**config.mk**
```make
export PLATFORM = sky130hd
export DESIGN_NAME = ecc_sec32_encoder
export DESIGN_NICKNAME = d
export VERILOG_FILES = /design/src/rtl/ecc_sec32_pkg.sv /design/src/rtl/ecc_sec32_parity.sv /design/src/rtl/ecc_sec32_encoder.sv
export SDC_FILE = /design/constraint.sdc
export NUM_CORES = 1
export LEC_CHECK = 0
export CAP_MARGIN = 10
export CORE_AREA = 2 2 93 95
export CTS_BUF_LIST = sky130_fd_sc_hd__clkbuf_8
export DETAILED_ROUTE_END_ITERATION = 7
export DIE_AREA = 0 0 95 97
export GPL_TIMING_DRIVEN = 1
export PLACE_DENSITY = 0.86
export SYNTH_ARGS = -nofsm -noshare
export SYNTH_HDL_FRONTEND = slang
export SYNTH_SLANG_ARGS = --single-unit
```
**constraint.sdc**
```tcl
create_clock -name clk -period 2.9 [get_ports clk]
set_clock_uncertainty 0.05 [all_clocks]
set_input_delay 0.58 -clock clk [delete_from_list [all_inputs] [get_ports clk]]
set_output_delay 0.58 -clock clk [all_outputs]
set_load 0.01 [all_outputs]
```
**src/rtl/ecc_sec32_pkg.sv**
```systemverilog
// Shared constants and codeword type for the 32-bit SEC encoder/decoder family.
package ecc_sec32_pkg;

  localparam int unsigned DATA_W = 32;
  localparam int unsigned CHK_W  = 8;
  localparam int unsigned CW_W   = DATA_W + CHK_W;

  // Duals of the corrector's syndrome equations; c[k] = ^(data & CHK_MASK[k])
  localparam logic [DATA_W-1:0] CHK_MASK [0:CHK_W-1] = '{
    32'h00FF1111, 32'hFF002222, 32'h0F0F4444, 32'hF0F08888,
    32'h111100FF, 32'h2222FF00, 32'h44440F0F, 32'h8888F0F0
  };

  typedef struct packed {
    logic [CHK_W-1:0]  check;
    logic [DATA_W-1:0] data;
  } codeword_t;

endpackage

```
**src/rtl/ecc_sec32_parity.sv**
```systemverilog
// Combinational check-bit generator shared by the SEC32 encoder and decoder variants.
module ecc_sec32_parity
  import ecc_sec32_pkg::*;
(
  input  logic [DATA_W-1:0] data_i,
  output logic [CHK_W-1:0]  check_c
);

  always_comb begin
    check_c = '0;
    for (int k = 0; k < int'(CHK_W); k++) begin
      check_c[k] = ^(data_i & CHK_MASK[k]);
    end
  end

endmodule

```
**src/rtl/ecc_sec32_encoder.sv**
```systemverilog
// Streaming SEC32 check-bit encoder: output register plus one skid entry, FIFO order.
// Optional one-shot fault injection is enabled by defining ECC_ERR_INJECT_EN.
module ecc_sec32_encoder
  import ecc_sec32_pkg::*;
#(
  parameter int unsigned CNT_W = 16
) (
  input  logic              clk,
  input  logic              rst_n,
`ifdef ECC_ERR_INJECT_EN
  input  logic              inj_arm,
  input  logic [5:0]        inj_pos,
`endif
  input  logic              in_valid,
  output logic              in_ready,
  input  logic [DATA_W-1:0] in_data,
  output logic              out_valid,
  input  logic              out_ready,
  output logic [DATA_W-1:0] out_data,
  output logic [CHK_W-1:0]  out_check,
  output logic [CNT_W-1:0]  out_count
);

  localparam logic [1:0] EMPTY = 2'd0;
  localparam logic [1:0] ONE   = 2'd1;
  localparam logic [1:0] TWO   = 2'd2;

  logic [1:0]       state_q, state_d;
  logic             out_valid_q, out_valid_d;
  logic             in_ready_q, in_ready_d;
  codeword_t        out_word_q, out_word_d;
  codeword_t        skid_word_q, skid_word_d;
  logic [CNT_W-1:0] count_q, count_d;
  logic             inj_armed_q, inj_armed_d;

  logic [CHK_W-1:0] in_check_c;
  logic [CW_W-1:0]  flip_c;
  codeword_t        in_word_c;
  logic             accept_c;
  logic             drain_c;

  ecc_sec32_parity u_parity (
    .data_i  (in_data),
    .check_c (in_check_c)
  );

  assign accept_c = in_valid && in_ready_q;
  assign drain_c  = out_valid_q && out_ready;

`ifdef ECC_ERR_INJECT_EN
  // Armed fault applies to the next accepted word, including one accepted in the arming cycle
  always_comb begin
    flip_c      = '0;
    inj_armed_d = inj_armed_q;
    if ((inj_armed_q || inj_arm) && (inj_pos < 6'd40)) begin
      flip_c = CW_W'(1) << inj_pos;
    end
    if (accept_c) begin
      inj_armed_d = 1'b0;
    end else if (inj_arm) begin
      inj_armed_d = 1'b1;
    end
  end
`else
  always_comb begin
    flip_c      = '0;
    inj_armed_d = 1'b0;
  end
`endif

  assign in_word_c = codeword_t'({in_check_c, in_data} ^ flip_c);

  // Occupancy FSM: EMPTY/ONE/TWO over the output register and skid entry
  always_comb begin
    state_d     = state_q;
    out_word_d  = out_word_q;
    skid_word_d = skid_word_q;
    count_d     = count_q;
    case (state_q)
      EMPTY: begin
        if (accept_c) begin
          out_word_d = in_word_c;
          state_d    = ONE;
        end
      end
      ONE: begin
        if (accept_c && drain_c) begin
          out_word_d = in_word_c;
        end else if (accept_c) begin
          skid_word_d = in_word_c;
          state_d     = TWO;
        end else if (drain_c) begin
          state_d = EMPTY;
        end
      end
      TWO: begin
        if (drain_c) begin
          out_word_d = skid_word_q;
          state_d    = ONE;
        end
      end
      default: state_d = EMPTY;
    endcase
    if (drain_c) begin
      count_d = count_q + CNT_W'(1);
    end
    out_valid_d = (state_d != EMPTY);
    in_ready_d  = (state_d != TWO);
  end

  always_ff @(posedge clk) begin
    if (!rst_n) begin
      state_q     <= EMPTY;
      out_valid_q <= 1'b0;
      in_ready_q  <= 1'b0;
      out_word_q  <= '0;
      skid_word_q <= '0;
      count_q     <= '0;
      inj_armed_q <= 1'b0;
    end else begin
      state_q     <= state_d;
      out_valid_q <= out_valid_d;
      in_ready_q  <= in_ready_d;
      out_word_q  <= out_word_d;
      skid_word_q <= skid_word_d;
      count_q     <= count_d;
      inj_armed_q <= inj_armed_d;
    end
  end

  assign in_ready  = in_ready_q;
  assign out_valid = out_valid_q;
  assign out_data  = out_word_q.data;
  assign out_check = out_word_q.check;
  assign out_count = count_q;

endmodule
```
=== Yosys cells after proc, flatten, opt, wreduce, memory -nomap -nowiden ===
Cells that the tools add are included.
W data, S select, Z words.

* Flip-flop bits (word level): 100
* Word-level logic and storage cells: 42
* Output and inout port bits: 58
* Input bits: 36

* Reduce and logical (&&, ||, !) cells: 16
* Add/subtract/negate cells: 1
* Multiplexer cells: 10
* Bitwise operators: 1
* Equal/unequal tests: 6

{| class="wikitable"
|+ Operators by type and width
! kind !! number
|-
| $reduce_xor A32 Y1 || 8
|-
| $mux W40 || 3
|-
| $pmux W40 S3 || 1
|-
| $add A16 B1 Y16 const B || 1
|-
| $mux W2 || 5
|-
| $ne A2 B2 Y1 const B || 4
|-
| $pmux W2 S3 || 1
|-
| $reduce_and A4 Y1 || 1
|-
| $logic_and A1 B1 Y1 || 3
|-
| $reduce_and A3 Y1 || 1
|-
| $reduce_bool A3 Y1 || 1
|-
| $eq A2 B1 Y1 const B || 1
|-
| $eq A2 B2 Y1 const B || 1
|-
| $logic_not A2 Y1 || 1
|-
| $reduce_bool A2 Y1 || 1
|-
| $not A1 Y1 || 1
|}

=== Longest topological paths before layout ===
Gate-level depths: netlist of the first run.

* Word-level depth: 6
* Depth in mapped cells: 7
* Depth with buffers taken out: 5

=== Modules after synthesis ===
A second synthesis of the first run with hierarchy kept.

* Cell total of the unflattened synthesis: 513
* Area, all modules: 4,870.9 µm²

{| class="wikitable"
|+ By module, submodules not included
! module !! area an instance (µm²) !! seq. area each (µm²) !! instances !! cells each
|-
| ecc_sec32_encoder || 4,255.3 || 2,001.9 || 1 || 457
|-
| ecc_sec32_parity || 615.6 || 0.0 || 1 || 56
|}

=== Worst setup path before layout of the first run ===
No wires, ideal clock.

* Kind: input to register
* Start: input out_ready
* End: register count_q[14] (netlist: out_count[14])
* Library setup time: 0.070 ns
* Data required time: 2.780 ns
* Path buffers: 1
* Arrival: 1.833 ns
* Slack: 0.947 ns
* Stages: 5
* Path through: buf_4 nand3_1 or4_1 or3_1 a21oi_1

* Longest elaborated chain between the ends: 1

{| class="wikitable"
|+ RTL lines
! what !! RTL line !! text
|-
| start, declared || ecc_sec32_encoder.sv:18 || <nowiki>input logic out_ready,</nowiki>
|-
| $logic_and A1 B1 Y1 || ecc_sec32_encoder.sv:48 || <nowiki>assign drain_c = out_valid_q && out_ready;</nowiki>
|-
| end signal, assigned || ecc_sec32_encoder.sv:126 || <nowiki>count_q <= count_d;</nowiki>
|-
| end, declared || ecc_sec32_encoder.sv:33 || <nowiki>logic [CNT_W-1:0] count_q, count_d;</nowiki>
|}

No other way between the ends.
A chain may end at the register's enable or synchronous reset.

=== Worst setup path in the final report of the first run ===
* Start: input out_ready
* End: register out_word_q, in the netlist out_data[24]

* Longest elaborated chain between the ends: 4
* Elaborated cells between the ends (all ways): 5
* Classes of those cells: 2 x eq/ne; 3 x reduce/logical

{| class="wikitable"
|+ RTL lines
! what !! RTL line !! text
|-
| $logic_and A1 B1 Y1 (*) || ecc_sec32_encoder.sv:48 ||
|-
| $logic_and A1 B1 Y1 || ecc_sec32_encoder.sv:87 || <nowiki>if (accept_c && drain_c) begin</nowiki>
|-
| $ne A2 B2 Y1 (no line) || n/a ||
|-
| $reduce_and A4 Y1 (no line) (*) || n/a ||
|-
| end signal, assigned || ecc_sec32_encoder.sv:124 || <nowiki>out_word_q <= out_word_d;</nowiki>
|-
| end, declared || ecc_sec32_encoder.sv:31 || <nowiki>codeword_t out_word_q, out_word_d;</nowiki>
|}

Every way passes the cells marked *; elsewhere a longest branch is shown, timed or not.

==> results of run 1 <==
## sequential cells by signal, summed over array words and instances (netlist names)
| name | cells |
|---|---|
| skid_word_q | 40 |
| out_data | 32 |
| out_valid | 1 |
| state_q | 2 |
| out_count | 16 |
| in_ready | 1 |
| out_check | 8 |
## area by class of cell
class / count / area, µm² / share of cell area
Tap cell: 105 / 131 / 0.0228
Sequential cell: 100 / 2000 / 0.347
Inverter: 5 / 18.8 / 0.00326
Multi-Input combinational cell: 402 / 2380 / 0.413
Timing Repair Buffer: 103 / 1030 / 0.179
Clock buffer: 10 / 138 / 0.0239
Clock inverter: 6 / 63.8 / 0.0111
## kinds of logic after synthesis
family,after synthesis,synth area share
fa+ha+maj,1,0.00276
buf+inv,43,0.0375
simple gates,230,0.216
xor+xnor,65,0.150
compound gates,106,0.153
flops,100,0.441
## layer usage
| layer | GRT usage | part of all wire | vias up |
|---|---|---|---|
| met3 | 0.0530 | 0.055 | 24 |
| met2 | 0.399 | 0.49 | 126 |
| met4 | 0.0836 | 0.020 | 0 |
| met1 | 0.320 | 0.43 | 1936 |
| met5 | 0 | 0 | - |
| li1 | - | - | 2016 |
## power by group through the flow
stage / Combinational, mW / Sequential [mW] / Clock, mW
2_1_floorplan: 0.396 / 1.55 / 0
3_3_place_gp: 0.687 / 1.53 / 0
3_5_place_dp: 0.706 / 1.53 / 0
4_1_cts: 0.711 / 1.50 / 0.913
5_1_grt: 0.767 / 1.51 / 0.962
6_report: 0.713 / 1.50 / 0.906
## stage by stage
stage / worst slack, ns / hold slack [ns] / power (mW)
after CTS: 0.558 / 0.413 / 3.13
after detailed placement: 0.223 / 0.398 / 2.24
after floorplan: 0.947 / 0.387 / 1.95
after global routing: 0.394 / 0.434 / 3.24
after global placement: 0.347 / 0.392 / 2.22
final: 0.535 / 0.411 / 3.12
## worst max-delay path by stage
stage,startpoint,endpoint,slack (ns),cells after the start
detailed placement,out_ready,out_data[30],0.22,6
global placement,out_ready,out_count[14],0.35,5
finish,out_ready,out_data[24],0.53,6
global route,out_ready,out_data[24],0.39,6
CTS,out_ready,out_data[24],0.56,6
floorplan,out_ready,out_count[14],0.95,5
## cell usage in the layout (no fill, tap or decap), types with 3 or more instances in the layout
master / n
a21oi_1: 50
a311oi_1: 32
buf_4: 8
clkbuf_8: 10
clkdlybuf4s50_1: 93
dfxtp_1: 100
inv_1: 5
nand2_1: 144
nand3_1: 8
nand4_1: 12
nor2_1: 43
nor3_1: 3
o21ai_0: 13
o221ai_1: 8
or3_1: 4
xnor2_1: 46
xnor3_1: 8
xor2_1: 11
## critical path, stage by stage
cell and delay [ns]:
clkdlybuf4s50_1 0.63, nand2_1 0.25, o211ai_4 0.27, buf_4 0.45, nor2_1 0.10, a311oi_1 0.29
==> impl_results.md, run 1 <==
- RSZ-0062 raised after global routing: false
- Vias/cell: 5.61
- Combinational group share of total power: 0.228
- Total wire length: 11100 µm
- Req. time, crit path: 3.12 ns
- Final instance area: 0.00576 mm²
- CTS tree: built
- Startpoint types: primary input
- Maximum fanout along the worst path: 48
- Die width: 95 µm
- Hold path cells: 2
- Post-CTS setup buffer count: 0
- Top FF cell, synth: dfxtp_1
- # resized after CTS: 0
- FMAX: 423 MHz
- Antenna violations before repair: 0
- Final worst-path cycle share: 0.816
- Via count: 4102
- Yosys warns: 0
- # Max-Cap Violations: 0
- Hold Path End: skid_word_q[30]
- Synth Cell Area: 0.00454 mm²
- Hold Startpoint: skid_word_q[30]
- # DRC: 0
- Largest net degree at the start of global routing: 60
- Std cell rows: 33
- Reg2reg path depth: 5
- CP endpoint kind: register
- Number of I/O pins: 94
- Worst setup path category: in -> reg
- Seq/Total Area, Yosys: 0.441
- Dominant cell by count in the synthesized netlist: nand2_1
- Clock network power share: 0.290
- Post-synth EDFFs: 0
- Fin crit period: 2.37 ns
- P per Cell Area: 542 mW/mm²
- Slew @ Worst Pin: 0.683 ns
- Clock Path Buffers: 2
- Worst R2R Setup Slack: 0.89 ns
- Setup TNS: 0 ns
- Sw Ratio: 0.277
- Tightest Hold Check Type: reg -> reg
- Total GRT Usage: 0.245
- CP arrival: 2.58 ns
- Fin util: 0.709
- R2R Path Start: out_valid
- Syn_area_per_cell: 8.33 µm²
- Status: finished clean
- DR WL/cell: 15.2 µm
- Internal: 2.26 mW
- Net Switching: 0.866 mW
- Area leader, netlist: dfxtp_1
- Initial Utilization: 0.558
- Detailed Route Iter0 Violations: 205
- IO buf count: 93
- H-tree depth: 3
- Peak VDD IR: 0.367 mV
- Grt total ovfl: 0
- Layout cells sized above 1: 0.0511
- TritonCTS Buffers: 9
- Syn_nets: 582
- Synth cell count leaders: nand2_1, dfxtp_1, a21oi_1, xnor2_1, nor2_1
- Post-CTS Hold Fix Bufs: 0
- CTS sink count: 100
- N_diodes: 0
- Count of pins over their slew limit: 0
- Post-synth top area share: 0.441
- Clock latency on the worst-skew pair: 0.37 ns
- Die Ht: 97 µm
- Fin. Hold Viols: 0
- Final setup viols: 0
- Synth Register Bits: 100
- Rel. slew slack: 0.545
- Core Footprint: 0.00813 mm²
- First-pass GRT wire length: 18300 µm
- Dpl hpwl: 7640 µm
- Part of the power in registers: 0.482
- Antenna Nets Post-Route: 0
- Syn Inst Count: 545
- Synth top area cells: dfxtp_1, nand2_1, xnor2_1
- Leakage: 2.01 nW
- # fillers: 626
- Placed Area: 0.00556 mm²
- Clock transition at the registers of the reported paths: 0.09 ns
- R2R Path End: out_data[24]
- Synth async-reset ratio: 0
- Root Driver: clkbuf_8
- Syn-to-layout area delta: 27.0%
- Dpl cells: 715
- GPL Wtd Cong: 0.828
- Nets: 658
- TritonRoute pass-1 iters: 5
- Die footprint: 0.00922 mm²
- Post-synthesis cell type count: 36
- Vias in the first global route: 3951
- Finished Layout Cells: 731
Power figures use the tool's default switching activity.
==> run 2: changes to the inputs <==
--- a/config.mk
+++ b/config.mk
@@ -6,12 +6,12 @@
 export NUM_CORES = 1
 export LEC_CHECK = 0
 export CAP_MARGIN = 10
-export CORE_AREA = 2 2 93 95
+export CORE_AREA = 2 2 96 98
 export CTS_BUF_LIST = sky130_fd_sc_hd__clkbuf_8
 export DETAILED_ROUTE_END_ITERATION = 7
-export DIE_AREA = 0 0 95 97
+export DIE_AREA = 0 0 98 100
 export GPL_TIMING_DRIVEN = 1
-export PLACE_DENSITY = 0.86
+export PLACE_DENSITY = 0.81
 export SYNTH_ARGS = -nofsm -noshare
 export SYNTH_HDL_FRONTEND = slang
 export SYNTH_SLANG_ARGS = --single-unit
==> constraint.sdc (replaced) <==
create_clock -name clk -period 2.4 [get_ports clk]
set_clock_uncertainty 0.05 [all_clocks]
set_input_delay 0.48 -clock clk [delete_from_list [all_inputs] [get_ports clk]]
set_output_delay 0.48 -clock clk [all_outputs]
set_load 0.01 [all_outputs]
==> run 2 against run 1 <==
  * Power is 20% higher
  * Setup slack worse by 0.17 ns
  * Combinational power is 26% higher
  * Global-route usage is 1.1 points lower
  * Count of clock-buffer cells in the layout stayed put
  * Critical path depth is 1 lower
==> impl_results.md, run 2 (synthesis results as in run 1) <==
- Status: finished clean
- Initial Utilization: 0.511
- Startpoint types: primary input
- Rel. slew slack: 0.745
- Die footprint: 0.00980 mm²
- Buf/Inv on CP: 1
- FMAX: 492 MHz
- Vias in the first global route: 4054
- Clock transition at the registers of the reported paths: 0.09 ns
- Count of pins over their slew limit: 0
- DR WL/cell: 15.0 µm
- Critical path's slowest cell: or4_1
- Critical Path Max Stage Delay: 0.59 ns
- Post-CTS Hold Fix Bufs: 0
- Worst setup path category: in -> reg
- H-tree depth: 3
- # DRC: 0
- Layout cells sized above 1: 0.0788
- Via count: 4108
- Antenna violations before repair: 0
- Clock Path Buffers: 2
- Fin. Hold Viols: 0
- Setup TNS: 0 ns
- # Max-Cap Violations: 0
- Tightest Hold Check Type: reg -> reg
- Largest net degree at the start of global routing: 51
- Fin crit period: 2.03 ns
- TritonCTS Buffers: 9
- Most frequent cells in the layout: nand2_1, dfxtp_1, clkdlybuf4s50_1
- Core Footprint: 0.00889 mm²
- CTS tree: built
- Hold_ws: 0.409 ns
- Clock latency on the worst-skew pair: 0.36 ns
- Die Ht: 100 µm
- Post-CTS setup buffer count: 0
- CP arrival: 2.27 ns
- CP endpoint kind: register
- Register with the most flip-flops: skid_word_q
- N_diodes: 0
- Req. time, crit path: 2.64 ns
- # resized after CTS: 0
- Cell family with most CP delay: simple AND/OR/NAND/NOR gates
- Setup crit start: out_ready
- First-pass GRT wire length: 18800 µm
- IO buf count: 93
- Final setup viols: 0
- Number of I/O pins: 94
- Detailed Route Iter0 Violations: 160
- Std cell rows: 35
- Slew @ Worst Pin: 0.380 ns
- Commonest non-fill, non-tap cell in the layout: nand2_1
- R2R Path Start: out_count[0]
- Total GRT Usage: 0.234
- Maximum fanout along the worst path: 6
- P per Cell Area: 632 mW/mm²
- Vias/cell: 5.42
- Grt total ovfl: 0
- Root Driver: clkbuf_8
- Nets: 680
- Dpl hpwl: 8110 µm
- Max reg flops: 40
- RSZ-0062 raised after global routing: false
- Final worst-path cycle share: 0.847
- GPL Wtd Cong: 0.843
- Power Total: 3.76 mW
- Syn-to-layout area delta: 30.9%
- CTS sink count: 100
- Total wire length: 11400 µm
- Hold Startpoint: skid_word_q[21]
- TritonRoute pass-1 iters: 4
- Critical-path cell list: clkdlybuf4s50_1 -> nand3_1 -> or4_1 -> or3_1 -> a21oi_1
- Antenna Nets Post-Route: 0
- Die width: 98 µm
- Leakage: 2.12 nW
- Peak VDD IR: 0.336 mV
run 2: cell types whose count changed in the layout (fill, tap and decap cells not counted):
cell        change
buf_12          +2
buf_4          +20
clkinv_4        -1
clkinvlp_4      -1
inv_1           +2
inv_6           -1
run 2: final timing paths:
check	slack, ns	end	depth (start not counted)
min	0.41	skid_word_q[21]	2
max	0.37	out_count[14]	5
max reg2reg	0.50	out_count[14]	5
min reg2reg	0.41	skid_word_q[21]	2
run 2: per-layer routing:
| metal | share of wire | GRT usage | wire length [µm] | up-vias |
|---|---|---|---|---|
| met1 | 0.45 | 0.312 | 5130 | 1949 |
| met4 | 0.011 | 0.0780 | 125 | 0 |
| li1 | - | - | - | 2056 |
| met5 | 0 | 0 | 0 | - |
| met2 | 0.50 | 0.398 | 5680 | 94 |
| met3 | 0.039 | 0.0292 | 441 | 9 |
run 2: area by class of cell:
class | instances | area [µm²]
multi-input cells | 402 | 2380
flip-flops and latches | 100 | 2000
repair buffers | 125 | 1220
well taps | 111 | 139
fillers | 751 | 2950
inverters | 5 | 18.8
clock inverters | 5 | 46.3
clock buffers | 10 | 138
run 2: worst reg2reg max path, stage by stage, from the launching register on:
cell,delay [ns]
dfxtp_1,0.41
ha_1,0.19
nand3_1,0.09
or4_1,0.59
or3_1,0.36
a21oi_1,0.14
run 2: through the flow:
stage	worst slack, ns	utilization	instances	area, µm²
after floorplan	0.547	-	545	4540
after global placement	0.0564	0.648	743	5760
after detailed placement	0.0189	0.648	743	5760
after CTS	0.389	0.669	758	5940
after global routing	0.299	0.669	758	5940
final	0.368	0.669	758	5940
run 2: where the power goes:
group	leakage, nW	switching, mW	internal (mW)	total (mW)
sequential	0.814	0.0624	1.75	1.82
combinational	1.20	0.411	0.489	0.899
clock	0.106	0.549	0.493	1.04
total	2.12	1.02	2.74	3.76
==> run 3: changes to the inputs <==
==> constraint.sdc (replaced) <==
create_clock -name clk -period 2.1 [get_ports clk]
set_clock_uncertainty 0.05 [all_clocks]
set_input_delay 0.42 -clock clk [delete_from_list [all_inputs] [get_ports clk]]
set_output_delay 0.42 -clock clk [all_outputs]
set_load 0.01 [all_outputs]
==> run 3 against run 2 <==
  * Non-clock buffer count up 16
  * Setup slack worse by 0.21 ns
  * Register-to-register slack got worse by 0.34 ns
  * Die area unchanged
  * Wire length increased by 3.3%
  * Critical path depth did not move
  * First-iteration DRC count rose by 38%
  * Global-route usage up 0.49 points
==> impl_results.md, run 3 (synthesis results as in run 1) <==
- Status: finished clean
- Most frequent cells in the layout: nand2_1, dfxtp_1, clkdlybuf4s50_1
- Vias in the first global route: 3977
- RSZ-0062 raised after global routing: false
- Clock network power share: 0.278
- Total GRT Usage: 0.239
- First-pass GRT wire length: 19100 µm
- Internal: 3.16 mW
- Final worst-path cycle share: 0.924
- # resized after CTS: 0
- Number of I/O pins: 94
- Reg2reg path depth: 5
- Post-CTS Hold Fix Bufs: 0
- CTS tree: built
- # fillers: 701
- Dpl cells: 759
- Sw Ratio: 0.280
- TritonRoute pass-1 iters: 5
- P per Cell Area: 721 mW/mm²
- Antenna violations before repair: 0
- CP endpoint kind: register
- CTS sink count: 100
- Worst R2R Setup Slack: 0.16 ns
- Commonest non-fill, non-tap cell in the layout: nand2_1
- Grt total ovfl: 0
- Dpl hpwl: 8390 µm
- Detailed Route Iter0 Violations: 220
- Worst setup path category: reg -> reg
- Met3 Usage GRT: 0.0571
- CP arrival: 2.19 ns
- Finished Layout Cells: 775
- Clock latency on the worst-skew pair: 0.37 ns
- Global Route met2 Usage: 0.395
- FMAX: 515 MHz
- Maximum fanout along the worst path: 4
- Tightest Hold Check Type: reg -> reg
- Leakage: 2.19 nW
- Core Footprint: 0.00889 mm²
- Clock transition at the registers of the reported paths: 0.10 ns
- Slew @ Worst Pin: 0.371 ns
- Total wire length: 11800 µm
- Clock Path Buffers: 2
- Hold path cells: 2
- Antenna Nets Post-Route: 0
- GR Util met1: 0.317
- Power Total: 4.39 mW
- Initial Utilization: 0.511
- # DRC: 0
- Die Ht: 100 µm
- Count of pins over their slew limit: 0
- Root Driver: clkbuf_8
- Final setup viols: 0
- Part of the power in registers: 0.474
- Fin crit period: 1.94 ns
- Fin. Hold Viols: 0
- Rel. slew slack: 0.751
- Syn-to-layout area delta: 34.0%
- Largest net degree at the start of global routing: 47
- Post-CTS setup buffer count: 0
- Std cell rows: 35
- Register with the most flip-flops: skid_word_q
- Die width: 98 µm
- Peak VDD IR: 0.362 mV
- Net Switching: 1.23 mW
- Via count: 4245
- Vias/cell: 5.48
- N_diodes: 0
- IO buf count: 93
- GPL Wtd Cong: 0.860
- Die footprint: 0.00980 mm²
- # Max-Cap Violations: 0
- TritonCTS Buffers: 9
- Global routing's busiest layer: met2
- Nets: 696
- Startpoint types: register
- Layout cells sized above 1: 0.105
- Combinational group share of total power: 0.249
- DR WL/cell: 15.2 µm
- Max reg flops: 40
- Req. time, crit path: 2.35 ns
- H-tree depth: 3
[run 3: cell types whose count changed in the layout (fill, tap and decap cells not counted)]
| cell | previous run | this run |
|---|---|---|
| clkinv_4 | 0 | 2 |
| buf_12 | 4 | 5 |
| clkbuf_8 | 10 | 9 |
| clkinvlp_4 | 0 | 1 |
| inv_1 | 7 | 5 |
| buf_4 | 28 | 43 |
| clkinv_2 | 1 | 2 |
[run 3: metal layers]
layer	up-vias	wire length, µm
met4	0	105
met1	2015	5080
met5	-	0
li1	2092	-
met2	130	5900
met3	8	678
[run 3: final cells by class]
type	instances	area (µm²)	share of cell area
inverter	5	18.8	0.00308
timing repair buffer	141	1350	0.222
tap	111	139	0.0228
clock buffer	9	124	0.0204
sequential	100	2000	0.329
multi-input combinational	402	2380	0.391
clock inverter	7	68.8	0.0113
[run 3: critical path, cell delays in order, from the launching register on]
cell     delay [ns]
dfxtp_1        0.42
ha_1           0.20
nand3_1        0.10
or4_1          0.58
or3_1          0.36
a21oi_1        0.15
[run 3: metrics by stage]
stage | instance area, µm² | TNS, ns | setup WS (ns) | utilization | hold slack, ns
finish | 6080 | 0 | 0.159 | 0.684 | 0.409
floorplan | 4540 | 0 | 0.268 | - | 0.387
global route | 6080 | 0 | 0.0745 | 0.684 | 0.427
global placement | 5890 | -1.75 | -0.129 | 0.663 | 0.392
CTS | 6080 | 0 | 0.170 | 0.684 | 0.411
detailed placement | 5890 | -3.14 | -0.146 | 0.663 | 0.397
[run 3: power by group through the flow]
stage	clock network (mW)	registers, mW	logic (mW)
detailed placement	0	2.12	1.09
finish	1.22	2.08	1.09
floorplan	0	2.15	0.548
CTS	1.23	2.08	1.09
global route	1.33	2.09	1.17
global placement	0	2.12	1.06
[run 3: path summary, 6_finish.rpt]
check,startpoint,to
setup / recovery,out_count[0],out_count[14]
hold / removal,skid_word_q[8],skid_word_q[8]
setup reg to reg,out_count[0],out_count[14]
hold reg to reg,skid_word_q[8],skid_word_q[8]
